--- src/rtl/lcd_pkg.sv ---
// Shared definitions for the KS0108-class panel refresh engine: FSM state codes,
// controller instruction bytes, refresh mode codes and a width helper.
package lcd_pkg;

    typedef logic [2:0] lcd_state_t;

    localparam lcd_state_t ST_IDLE     = 3'd0;
    localparam lcd_state_t ST_DISP_ON  = 3'd1;
    localparam lcd_state_t ST_START_LN = 3'd2;
    localparam lcd_state_t ST_SET_PAGE = 3'd3;
    localparam lcd_state_t ST_SET_COL  = 3'd4;
    localparam lcd_state_t ST_WRITE    = 3'd5;
    localparam lcd_state_t ST_DONE     = 3'd6;

    localparam logic [7:0] INS_DISP_ON  = 8'h3F;
    localparam logic [7:0] INS_DISP_OFF = 8'h3E;
    localparam logic [7:0] INS_SET_Y    = 8'h40;
    localparam logic [7:0] INS_SET_X    = 8'hB8;
    localparam logic [7:0] INS_START    = 8'hC0;

    typedef logic [1:0] lcd_mode_t;

    localparam lcd_mode_t MODE_FRAME     = 2'b00;
    localparam lcd_mode_t MODE_FILL      = 2'b01;
    localparam lcd_mode_t MODE_PAGE      = 2'b10;
    localparam lcd_mode_t MODE_FRAME_ALT = 2'b11;

    // Counter width for n states; a single state still needs one bit of storage.
    function automatic int width_of(input int n);
        return (n > 1) ? $clog2(n) : 1;
    endfunction

endpackage

--- src/rtl/lcd_en_divider.sv ---
// LCD enable strobe generator: ticks every EN_HALF clocks while run is high and
// toggles en on each tick; dropping run clears both the count and the strobe.
module lcd_en_divider
    import lcd_pkg::*;
#(
    parameter int EN_HALF = 2
) (
    input  logic clk,
    input  logic rstn,
    input  logic run,
    output logic tick,
    output logic en
);

    localparam int DW = width_of(EN_HALF);
    localparam logic [DW-1:0] CNT_LAST = DW'(EN_HALF - 1);

    logic [DW-1:0] cnt_q, cnt_d;
    logic          en_q, en_d;

    assign tick = run && (cnt_q == CNT_LAST);
    assign en   = en_q;

    always_comb begin
        cnt_d = cnt_q;
        en_d  = en_q;
        if (!run) begin
            cnt_d = '0;
            en_d  = 1'b0;
        end else if (tick) begin
            cnt_d = '0;
            en_d  = ~en_q;
        end else begin
            cnt_d = cnt_q + DW'(1);
        end
    end

    always_ff @(posedge clk or negedge rstn) begin
        if (!rstn) begin
            cnt_q <= '0;
            en_q  <= 1'b0;
        end else begin
            cnt_q <= cnt_d;
            en_q  <= en_d;
        end
    end

endmodule

--- src/rtl/lcd_panel_refresh.sv ---
// Parametrised refresh engine for KS0108-class graphic LCDs: walks chips, pages and
// columns, streaming frame-buffer bytes (or a fill byte) to the panel with a busy/done handshake.
module lcd_panel_refresh
    import lcd_pkg::*;
#(
    parameter int NUM_CHIPS  = 2,
    parameter int PAGES      = 8,
    parameter int COLS       = 64,
    parameter int EN_HALF    = 2,
    parameter int START_LINE = 0,
    localparam int CW = width_of(NUM_CHIPS),
    localparam int PW = width_of(PAGES),
    localparam int YW = width_of(COLS),
    localparam int AW = CW + PW + YW
) (
    input  logic                 clk,
    input  logic                 rstn,
    input  logic                 start_i,
    input  logic [1:0]           mode_i,
    input  logic [7:0]           fill_i,
    input  logic [PW-1:0]        page_i,
    output logic                 busy_o,
    output logic                 done_o,
    output logic [AW-1:0]        addr_o,
    input  logic [7:0]           data_i,
    output logic [7:0]           db_o,
    output logic                 dori_o,
    output logic [NUM_CHIPS-1:0] cs_o,
    output logic                 en_o,
    output logic                 rw_o,
    output logic                 rst_o
);

    localparam logic [YW-1:0]        COL_LAST  = YW'(COLS - 1);
    localparam logic [PW-1:0]        PAGE_LAST = PW'(PAGES - 1);
    localparam logic [CW-1:0]        CHIP_LAST = CW'(NUM_CHIPS - 1);
    localparam logic [NUM_CHIPS-1:0] CS_ALL    = {NUM_CHIPS{1'b1}};
    localparam logic [7:0]           START_INS = INS_START | 8'(START_LINE % 64);

    lcd_state_t           state_q, state_d;
    logic                 busy_q, busy_d;
    logic                 done_q, done_d;
    logic                 start_prev_q, start_prev_d;
    lcd_mode_t            mode_q, mode_d;
    logic [7:0]           fill_q, fill_d;
    logic [PW-1:0]        page_sel_q, page_sel_d;
    logic [CW-1:0]        chip_q, chip_d;
    logic [PW-1:0]        page_q, page_d;
    logic [YW-1:0]        col_q, col_d;
    logic [7:0]           ins_q, ins_d;
    logic                 dori_q, dori_d;
    logic [NUM_CHIPS-1:0] cs_q, cs_d;
    logic [AW-1:0]        addr_q, addr_d;
    logic                 rst_q, rst_d;

    logic                 tick;
    logic                 en;
    logic                 rise;
    logic                 start_edge;
    logic                 single;
    logic [NUM_CHIPS-1:0] chip_sel;

    lcd_en_divider #(
        .EN_HALF (EN_HALF)
    ) u_en_divider (
        .clk  (clk),
        .rstn (rstn),
        .run  (busy_q),
        .tick (tick),
        .en   (en)
    );

    // Each transaction is loaded on the tick that raises en and held until the next one.
    assign rise       = tick && !en;
    assign start_edge = start_i && !start_prev_q;
    assign single     = (mode_q == MODE_PAGE);
    assign chip_sel   = NUM_CHIPS'(1) << chip_q;

    always_comb begin
        state_d      = state_q;
        busy_d       = busy_q;
        done_d       = 1'b0;
        start_prev_d = start_i;
        mode_d       = mode_q;
        fill_d       = fill_q;
        page_sel_d   = page_sel_q;
        chip_d       = chip_q;
        page_d       = page_q;
        col_d        = col_q;
        ins_d        = ins_q;
        dori_d       = dori_q;
        cs_d         = cs_q;
        addr_d       = addr_q;
        rst_d        = 1'b0;

        case (state_q)
            ST_IDLE: begin
                // The clock carrying done_o still counts as busy for new requests.
                if (start_edge && !done_q) begin
                    mode_d     = mode_i;
                    fill_d     = fill_i;
                    page_sel_d = page_i;
                    chip_d     = '0;
                    page_d     = (mode_i == MODE_PAGE) ? page_i : '0;
                    col_d      = '0;
                    busy_d     = 1'b1;
                    state_d    = ST_DISP_ON;
                end
            end
            ST_DISP_ON: begin
                if (rise) begin
                    ins_d   = INS_DISP_ON;
                    dori_d  = 1'b0;
                    cs_d    = CS_ALL;
                    state_d = ST_START_LN;
                end
            end
            ST_START_LN: begin
                if (rise) begin
                    ins_d   = START_INS;
                    dori_d  = 1'b0;
                    cs_d    = CS_ALL;
                    state_d = ST_SET_PAGE;
                end
            end
            ST_SET_PAGE: begin
                if (rise) begin
                    ins_d   = INS_SET_X | 8'(page_q);
                    dori_d  = 1'b0;
                    cs_d    = chip_sel;
                    state_d = ST_SET_COL;
                end
            end
            ST_SET_COL: begin
                if (rise) begin
                    ins_d   = INS_SET_Y;
                    dori_d  = 1'b0;
                    cs_d    = chip_sel;
                    state_d = ST_WRITE;
                end
            end
            ST_WRITE: begin
                if (rise) begin
                    dori_d = 1'b1;
                    cs_d   = chip_sel;
                    addr_d = {chip_q, page_q, col_q};
                    // The panel auto-increments Y, so only a row/chip wrap needs new addressing.
                    if (col_q != COL_LAST) begin
                        col_d = col_q + YW'(1);
                    end else begin
                        col_d   = '0;
                        state_d = ST_SET_PAGE;
                        if (!single && (page_q != PAGE_LAST)) begin
                            page_d = page_q + PW'(1);
                        end else begin
                            page_d = single ? page_sel_q : '0;
                            if (chip_q == CHIP_LAST) begin
                                state_d = ST_DONE;
                            end else begin
                                chip_d = chip_q + CW'(1);
                            end
                        end
                    end
                end
            end
            ST_DONE: begin
                if (!en) begin
                    done_d  = 1'b1;
                    busy_d  = 1'b0;
                    ins_d   = 8'h00;
                    dori_d  = 1'b0;
                    cs_d    = '0;
                    addr_d  = '0;
                    state_d = ST_IDLE;
                end
            end
            default: begin
                state_d = ST_IDLE;
                busy_d  = 1'b0;
            end
        endcase
    end

    always_ff @(posedge clk or negedge rstn) begin
        if (!rstn) begin
            state_q      <= ST_IDLE;
            busy_q       <= 1'b0;
            done_q       <= 1'b0;
            start_prev_q <= 1'b0;
            mode_q       <= MODE_FRAME;
            fill_q       <= 8'h00;
            page_sel_q   <= '0;
            chip_q       <= '0;
            page_q       <= '0;
            col_q        <= '0;
            ins_q        <= 8'h00;
            dori_q       <= 1'b0;
            cs_q         <= '0;
            addr_q       <= '0;
            rst_q        <= 1'b1;
        end else begin
            state_q      <= state_d;
            busy_q       <= busy_d;
            done_q       <= done_d;
            start_prev_q <= start_prev_d;
            mode_q       <= mode_d;
            fill_q       <= fill_d;
            page_sel_q   <= page_sel_d;
            chip_q       <= chip_d;
            page_q       <= page_d;
            col_q        <= col_d;
            ins_q        <= ins_d;
            dori_q       <= dori_d;
            cs_q         <= cs_d;
            addr_q       <= addr_d;
            rst_q        <= rst_d;
        end
    end

    assign db_o   = dori_q ? ((mode_q == MODE_FILL) ? fill_q : data_i) : ins_q;
    assign busy_o = busy_q;
    assign done_o = done_q;
    assign addr_o = addr_q;
    assign dori_o = dori_q;
    assign cs_o   = cs_q;
    assign en_o   = en;
    assign rw_o   = ~busy_q;
    assign rst_o  = rst_q;

endmodule
--- config.mk ---
export PLATFORM = sky130hd
export DESIGN_NAME = lcd_panel_refresh
export DESIGN_NICKNAME = d
export VERILOG_FILES = /design/src/rtl/lcd_pkg.sv /design/src/rtl/lcd_en_divider.sv /design/src/rtl/lcd_panel_refresh.sv
export SDC_FILE = /design/constraint.sdc
export NUM_CORES = 1
export LEC_CHECK = 0
export BUFFER_PORTS_ARGS = -buffer_cell sky130_fd_sc_hd__buf_2
export CAP_MARGIN = 20
export CELL_PAD_IN_SITES_DETAIL_PLACEMENT = 0
export CELL_PAD_IN_SITES_GLOBAL_PLACEMENT = 1
export CORE_MARGIN = 2
export CORE_UTILIZATION = 44
export CTS_BUF_LIST = sky130_fd_sc_hd__clkbuf_8
export DETAILED_ROUTE_END_ITERATION = 7
export GPL_TIMING_DRIVEN = 1
export PLACE_DENSITY = 0.83
export SYNTH_ARGS = -nofsm -noshare
export SYNTH_HDL_FRONTEND = slang
export SYNTH_SLANG_ARGS = --single-unit
--- constraint.sdc ---
create_clock -name clk -period 1.9 [get_ports clk]
set_input_delay 0.475 -clock clk [delete_from_list [all_inputs] [get_ports clk]]
set_output_delay 0.475 -clock clk [all_outputs]
set_load 0.005 [all_outputs]
After elaboration in Yosys (flattened, before gate mapping) --
Index checks and enable logic that the tools add are counted.
Operators by class: bitwise operators 3, reductions and logical operators 29, mux-type cells 55, eq/ne operators 24, add/sub/neg operators 4, shift operators 1
Operators with widths (count):
- 2-to-1 mux 8 bit | 7
- 2-to-1 mux 3 bit | 16
- case mux 8 bit (5 select lines) | 1
- case mux 3 bit (7 select lines) | 1
- 2-to-1 mux 10 bit | 2
- case mux 10 bit (2 select lines) | 1
- 2-to-1 mux 6 bit | 3
- != test 2 bit (second input constant) | 9
- 2-to-1 mux 1 bit | 15
- case mux 6 bit (2 select lines) | 1
- AND reduction 4 bit | 3
- equality test 3 bit (second input constant) | 3
- AND reduction 3 bit | 3
- != test 2 x 1 -> 1 bit (second input constant) | 4
- AND reduction 8 bit | 1
- adder 6 x 1 -> 6 bit (second input constant) | 1
- equality test 3 x 2 -> 1 bit (second input constant) | 2
- 2-to-1 mux 2 bit | 3
- != test 6 bit (second input constant) | 1
- case mux 1 bit (3 select lines) | 2
- case mux 2 bit (3 select lines) | 1
- case mux 3 bit (2 select lines) | 1
- AND reduction 6 bit | 1
- nonzero test 3 bit | 2
- other kinds (20) | 32
Storage, ports and cells: register bits 53, input bits 24, logic and storage cells 133, output and inout bits 26

Longest topological paths before layout --
depth in word-level cells 7, depth in mapped cells 6, gate-level depth less buffers 6

Cells and area by module --
From an unflattened synthesis, not the netlist that was laid out.
Unflattened totals: cells, all modules 276, area, all modules 2582.5 um^2
By module, submodules not included:
- lcd_panel_refresh | seq. area each 1227.4 um^2, cells an instance 270, area an instance 2501.1 um^2, times used 1
- lcd_en_divider | seq. area each 50.0 um^2, cells an instance 6, area an instance 81.3 um^2, times used 1

Worst setup path before layout --
OpenSTA, ideal clock, no wires.
kind register to register, from reg page_q[0], to reg state_q[2], arrival time 1.512 ns, period minus slack after synthesis 1.650 ns, setup slack 0.250 ns, stages on the path, launching flop included 6, cells stage by stage dfrtp_1 ha_1 ha_1 o21ai_0 a221oi_1 or4_1
Between the ends: cells in the longest elaborated chain, start to end 6
RTL lines:
- from (decl) | RTL line lcd_panel_refresh.sv:48 | logic [PW-1:0] page_q, page_d;
- from (signal assigned) | RTL line lcd_panel_refresh.sv:210 | page_q <= page_d;
- != test 3 bit | RTL line lcd_panel_refresh.sv:153 | if (!single && (page_q != PAGE_LAST)) begin
- logical AND 1 bit | RTL line lcd_panel_refresh.sv:153
- 2-to-1 mux 3 bit | RTL line lcd_panel_refresh.sv:153
- 2-to-1 mux 3 bit | RTL line lcd_panel_refresh.sv:148 | if (col_q != COL_LAST) begin
- 2-to-1 mux 3 bit | RTL line lcd_panel_refresh.sv:143 | if (rise) begin
- case mux 3 bit (7 select lines) | RTL line lcd_panel_refresh.sv:96 | case (state_q)
- to (signal assigned) | RTL line lcd_panel_refresh.sv:202 | state_q <= state_d;
- to (decl) | RTL line lcd_panel_refresh.sv:40 | lcd_state_t state_q, state_d;
No other way between the ends. The select of a mux whose other input is x is not followed. A chain may end at the register's enable or synchronous reset.

Final worst setup path --
from reg mode_q[1], to out db_o[2]
Between the ends: cells in the longest elaborated chain, start to end 3
RTL lines:
- from (decl) | RTL line lcd_panel_refresh.sv:44 | lcd_mode_t mode_q, mode_d;
- from (signal assigned) | RTL line lcd_panel_refresh.sv:206 | mode_q <= mode_d;
- equality test 2 x 1 -> 1 bit | RTL line lcd_panel_refresh.sv:220 | assign db_o = dori_q ? ((mode_q == MODE_FILL) ? fill_q : data_i) : ins_q;
- 2-to-1 mux 8 bit (2 in series) | RTL line lcd_panel_refresh.sv:220
- to (decl) | RTL line lcd_panel_refresh.sv:26 | output logic [7:0] db_o,
No other way between the ends.

==> results_tabular.tex <==
\begin{tabular}{lr}
\hline
Metric & Value \\
\hline
\multicolumn{2}{l}{\textbf{CTS}} \\
Clock slew at the register clock pins of the worst setup and hold paths & 100 ps \\
Clock net sink count & 51 \\
Clock insertion delay at the later pin of the skew report & 310 ps \\
TritonCTS clock tree & yes \\
Root buf cell & clkbuf\_8 \\
Number of clock buffers inserted by TritonCTS & 5 \\
Count of H-tree levels built during CTS & 2 \\
Clock buffer depth & 2 \\
Number of buffers inserted for hold repair after clock tree synthesis & 0 \\
\multicolumn{2}{l}{\textbf{Detailed routing}} \\
Detailed Route Iter0 Violations & 78 \\
Routed metal-1 wirelength & 2.614 mm \\
Wire length after detailed routing & 5.585 mm \\
Wirelength per Cell & 14.14 µm \\
Wire length on met2 & 2.685 mm \\
First drt pass iteration count & 4 \\
Drc violations & 0 \\
Mean number of vias per cell & 5.246 \\
Met3 wirelength from detailed routing & 180 µm \\
Post-route antenna net violation count & 0 \\
Vias & 2072 \\
Highest routed metal layer & met4 \\
\multicolumn{2}{l}{\textbf{Synth}} \\
Count of state elements after synthesis & 51 \\
Area fraction of the dominant cell type after synthesis & 47.51\% \\
Most used DFF post-synth & dfrtp\_1 \\
Top cell types by occurrence after synthesis & dfrtp\_1 (50), o21ai\_0 (22), nor2\_1 (20), nand3\_1 (17), inv\_1 (16) \\
Top cells by area, synth & dfrtp\_1 (48\%), mux2\_2 (4.7\%), mux2i\_1 (4.6\%) \\
Most used standard cell by instance count after synthesis & dfrtp\_1 \\
Sequential area share after synthesis & 48.50\% \\
Synthesized area per cell & 10.17 µm² \\
Number of flops mapped to enable cells by yosys & 0 \\
Combined area of all synthesized cells & 2634 µm² \\
Number of distinct library cell variants in the gate-level netlist after synthesis & 51 \\
Synth warnings & 0 \\
Share of async-settable or async-resettable flops after synthesis & 100.0\% \\
Synth Instances & 259 \\
Library cell with the largest summed area after synthesis & dfrtp\_1 \\
Net count after synthesis & 286 \\
\multicolumn{2}{l}{\textbf{Layout}} \\
Final Instance Count excl. Fillers & 395 \\
Area growth syn-to-layout & 20.90\% \\
Number of nets in the layout & 346 \\
Number of diodes & 0 \\
Fraction of layout cells with a size suffix above 1 & 30.00\% \\
Area occupied by registers & 1279 µm² \\
FILL cells & 543 \\
Finished Core Util & 54.43\% \\
Area used by multi-input combinational logic & 1219 µm² \\
\multicolumn{2}{l}{\textbf{Worst setup path}} \\
Crit Reg-Reg Endpoint & page\_q[1] \\
Worst setup path end & db\_o[2] \\
Minimum setup slack among reg-to-reg paths & 180 ps \\
Launching instance or port of the critical path & mode\_q[1] \\
Reg2reg path depth & 5 \\
Critical Path Source Type & flop \\
Arrival time of the worst setup path & 1420 ps \\
Crit Reg-Reg Startpoint & col\_q[0] \\
Critical setup path kind & reg2out \\
Worst-path fanout max & 8 \\
CP Data Required Time & 1420 ps \\
Crit path capture type & output pin \\
\multicolumn{2}{l}{\textbf{Power and ir drop}} \\
Power per standard cell area & 645.8 nW/µm² \\
Cell leakage power & 1.637 nW \\
Switching power of the nets & 0.0004082 W \\
Sequential share of power & 52.9\% \\
Combinational share of power & 3.8\% \\
Highest ir drop seen on vdd & 365.5 µV \\
Cell internal power dissipation & 0.001648 W \\
Net switching fraction of the power & 19.85\% \\
Clock Power Share & 43.3\% \\
\multicolumn{2}{l}{\textbf{STA}} \\
Final setup violation count & 0 \\
Post-layout worst setup margin & 4.281 ps \\
Final cycle utilization of the critical path & 99.77\% \\
Summed negative setup slack over all endpoints & 0 ps \\
Setup repair after global routing missed its margin & true \\
Max Fclk & 527.5 MHz \\
Clock Skews & 7.210 ps \\
Worst hold slack & 101.1 ps \\
Hold violation count in the final report & 0 \\
Number of max-slew violations in the final report & 0 \\
Final critical delay including setup and external delays & 1896 ps \\
\multicolumn{2}{l}{\textbf{Global routing}} \\
Via count of the first global-routing pass & 2069 \\
Pin count of the biggest net entering global routing & 35 \\
First-pass GRT wire length & 9.425 mm \\
Grt ovf & 0 \\
GRT Total Usage & 18.54\% \\
Antenna violations before repair & 0 \\
\multicolumn{2}{l}{\textbf{Die}} \\
Number of I/O pins & 50 \\
Placement Rows & 28 \\
Die Area & 6621 µm² \\
Horiz. Die Dim & 81.37 µm \\
Die Y & 81.37 µm \\
Area of the placeable core & 5851 µm² \\
Initial core utilization & 45.02\% \\
\multicolumn{2}{l}{\textbf{Placement}} \\
Post-place setup slack & 148.8 ps \\
Port buffer count & 49 \\
RePlAce Congestion & 0.8173 \\
Post-Place Cells & 383 \\
Detail Placement HPWL & 4.135 mm \\
\multicolumn{2}{l}{\textbf{Run status}} \\
Outcome & completed \\
\multicolumn{2}{l}{\textbf{Run}} \\
Count of max-cap constraint violations & 0 \\
\multicolumn{2}{l}{\textbf{Hold path}} \\
Worst hold path type & in2async \\
\hline
\end{tabular}
-- registers in the layout, indices dropped and copies added (netlist names), 2 cells and up --
register	cells
state_q	3
page_sel_q	3
page_q	3
mode_q	2
fill_q	8
cs_o	2
ins_q	6
col_q	6
addr_o	10
-- worst min-delay path by stage --
stage	from	to	slack, ps	cells after the start
2_1_floorplan	rstn	addr_o[0]	180	0
3_3_place_gp	rstn	addr_o[1]	440	1
3_5_place_dp	rstn	addr_o[1]	450	1
4_1_cts	rstn	fill_q[7]	110	1
5_1_grt	rstn	fill_q[7]	130	1
6_report	rstn	ins_q[7]	100	1
-- final cells by class --
| cell class | count | area share, % |
|---|---|---|
| tap | 75 | 2.947 |
| multi-input combinational | 178 | 38.27 |
| inverter | 16 | 1.886 |
| sequential | 51 | 40.16 |
| timing repair buffer | 67 | 12.46 |
| clock inverter | 3 | 2.122 |
| clock buffer | 5 | 2.161 |
-- logic make-up (layout without fill, tap and decap cells) --
group / count (synthesis) / count (layout) / share of synthesized area (%)
mux: 29 / 29 / 11.83
other cells: 1 / 1 / 0.1424
buf+inv: 30 / 91 / 5.320
simple gates: 76 / 76 / 15.30
compound gates: 67 / 67 / 16.77
xor+xnor: 1 / 1 / 0.3326
flops: 51 / 51 / 48.50
fa+ha+maj: 4 / 4 / 1.805
-- critical path, cell delays in order, from the launching register on --
cell and delay [ps]:
dfrtp_1 400, nor2b_2 130, buf_6 160, mux2i_1 210
a21oi_1 80, buf_2 140
-- per-stage QoR --
step | cell area (µm²) | power, W
finish | 3184 | 0.002057
global route | 3184 | 0.002133
CTS | 3166 | 0.002081
detailed placement | 3010 | 0.001190
global placement | 3010 | 0.001188
floorplan | 2634 | 0.001126
-- layout by cell type (no fill, tap or decap), drive strengths merged, types with 3 or more instances in the layout --
cell    instances
ha              3
a21oi          14
nor2b           8
mux2i          12
inv            16
nand2b          3
nand3          17
a22o            4
nand2          12
o21ai          24
buf            67
nor2           20
mux2           17
a31oi           3
clkbuf          5
dfrtp          50
o22ai           6
-- timing repair --
action / 4_1_cts / 5_1_grt
setup endpoints to repair: 8 / 13
resized for setup: 1 / 3
setup buffers: 2 / 2
pin swaps: 2 / 6
hold endpoints to repair: 0 / 0
gates cloned: 0 / 0
-- power by group through the flow --
stage	clock network, W	registers, W	logic [W]
after floorplan	0	0.00111	0.0000159
after global routing	0.000956	0.00109	0.0000887
final	0.000891	0.00109	0.0000773
after global placement	0	0.00111	0.0000788
after CTS	0.000912	0.00109	0.0000809
after detailed placement	0	0.00111	0.0000809
-- per-layer routing --
metal / vias up / track usage, %
met5: - / 0
li1: 1035 / -
met4: 0 / 7.288
met3: 6 / 3.444
met2: 34 / 30.16
met1: 997 / 24.41
Power figures use the tool's default switching activity.
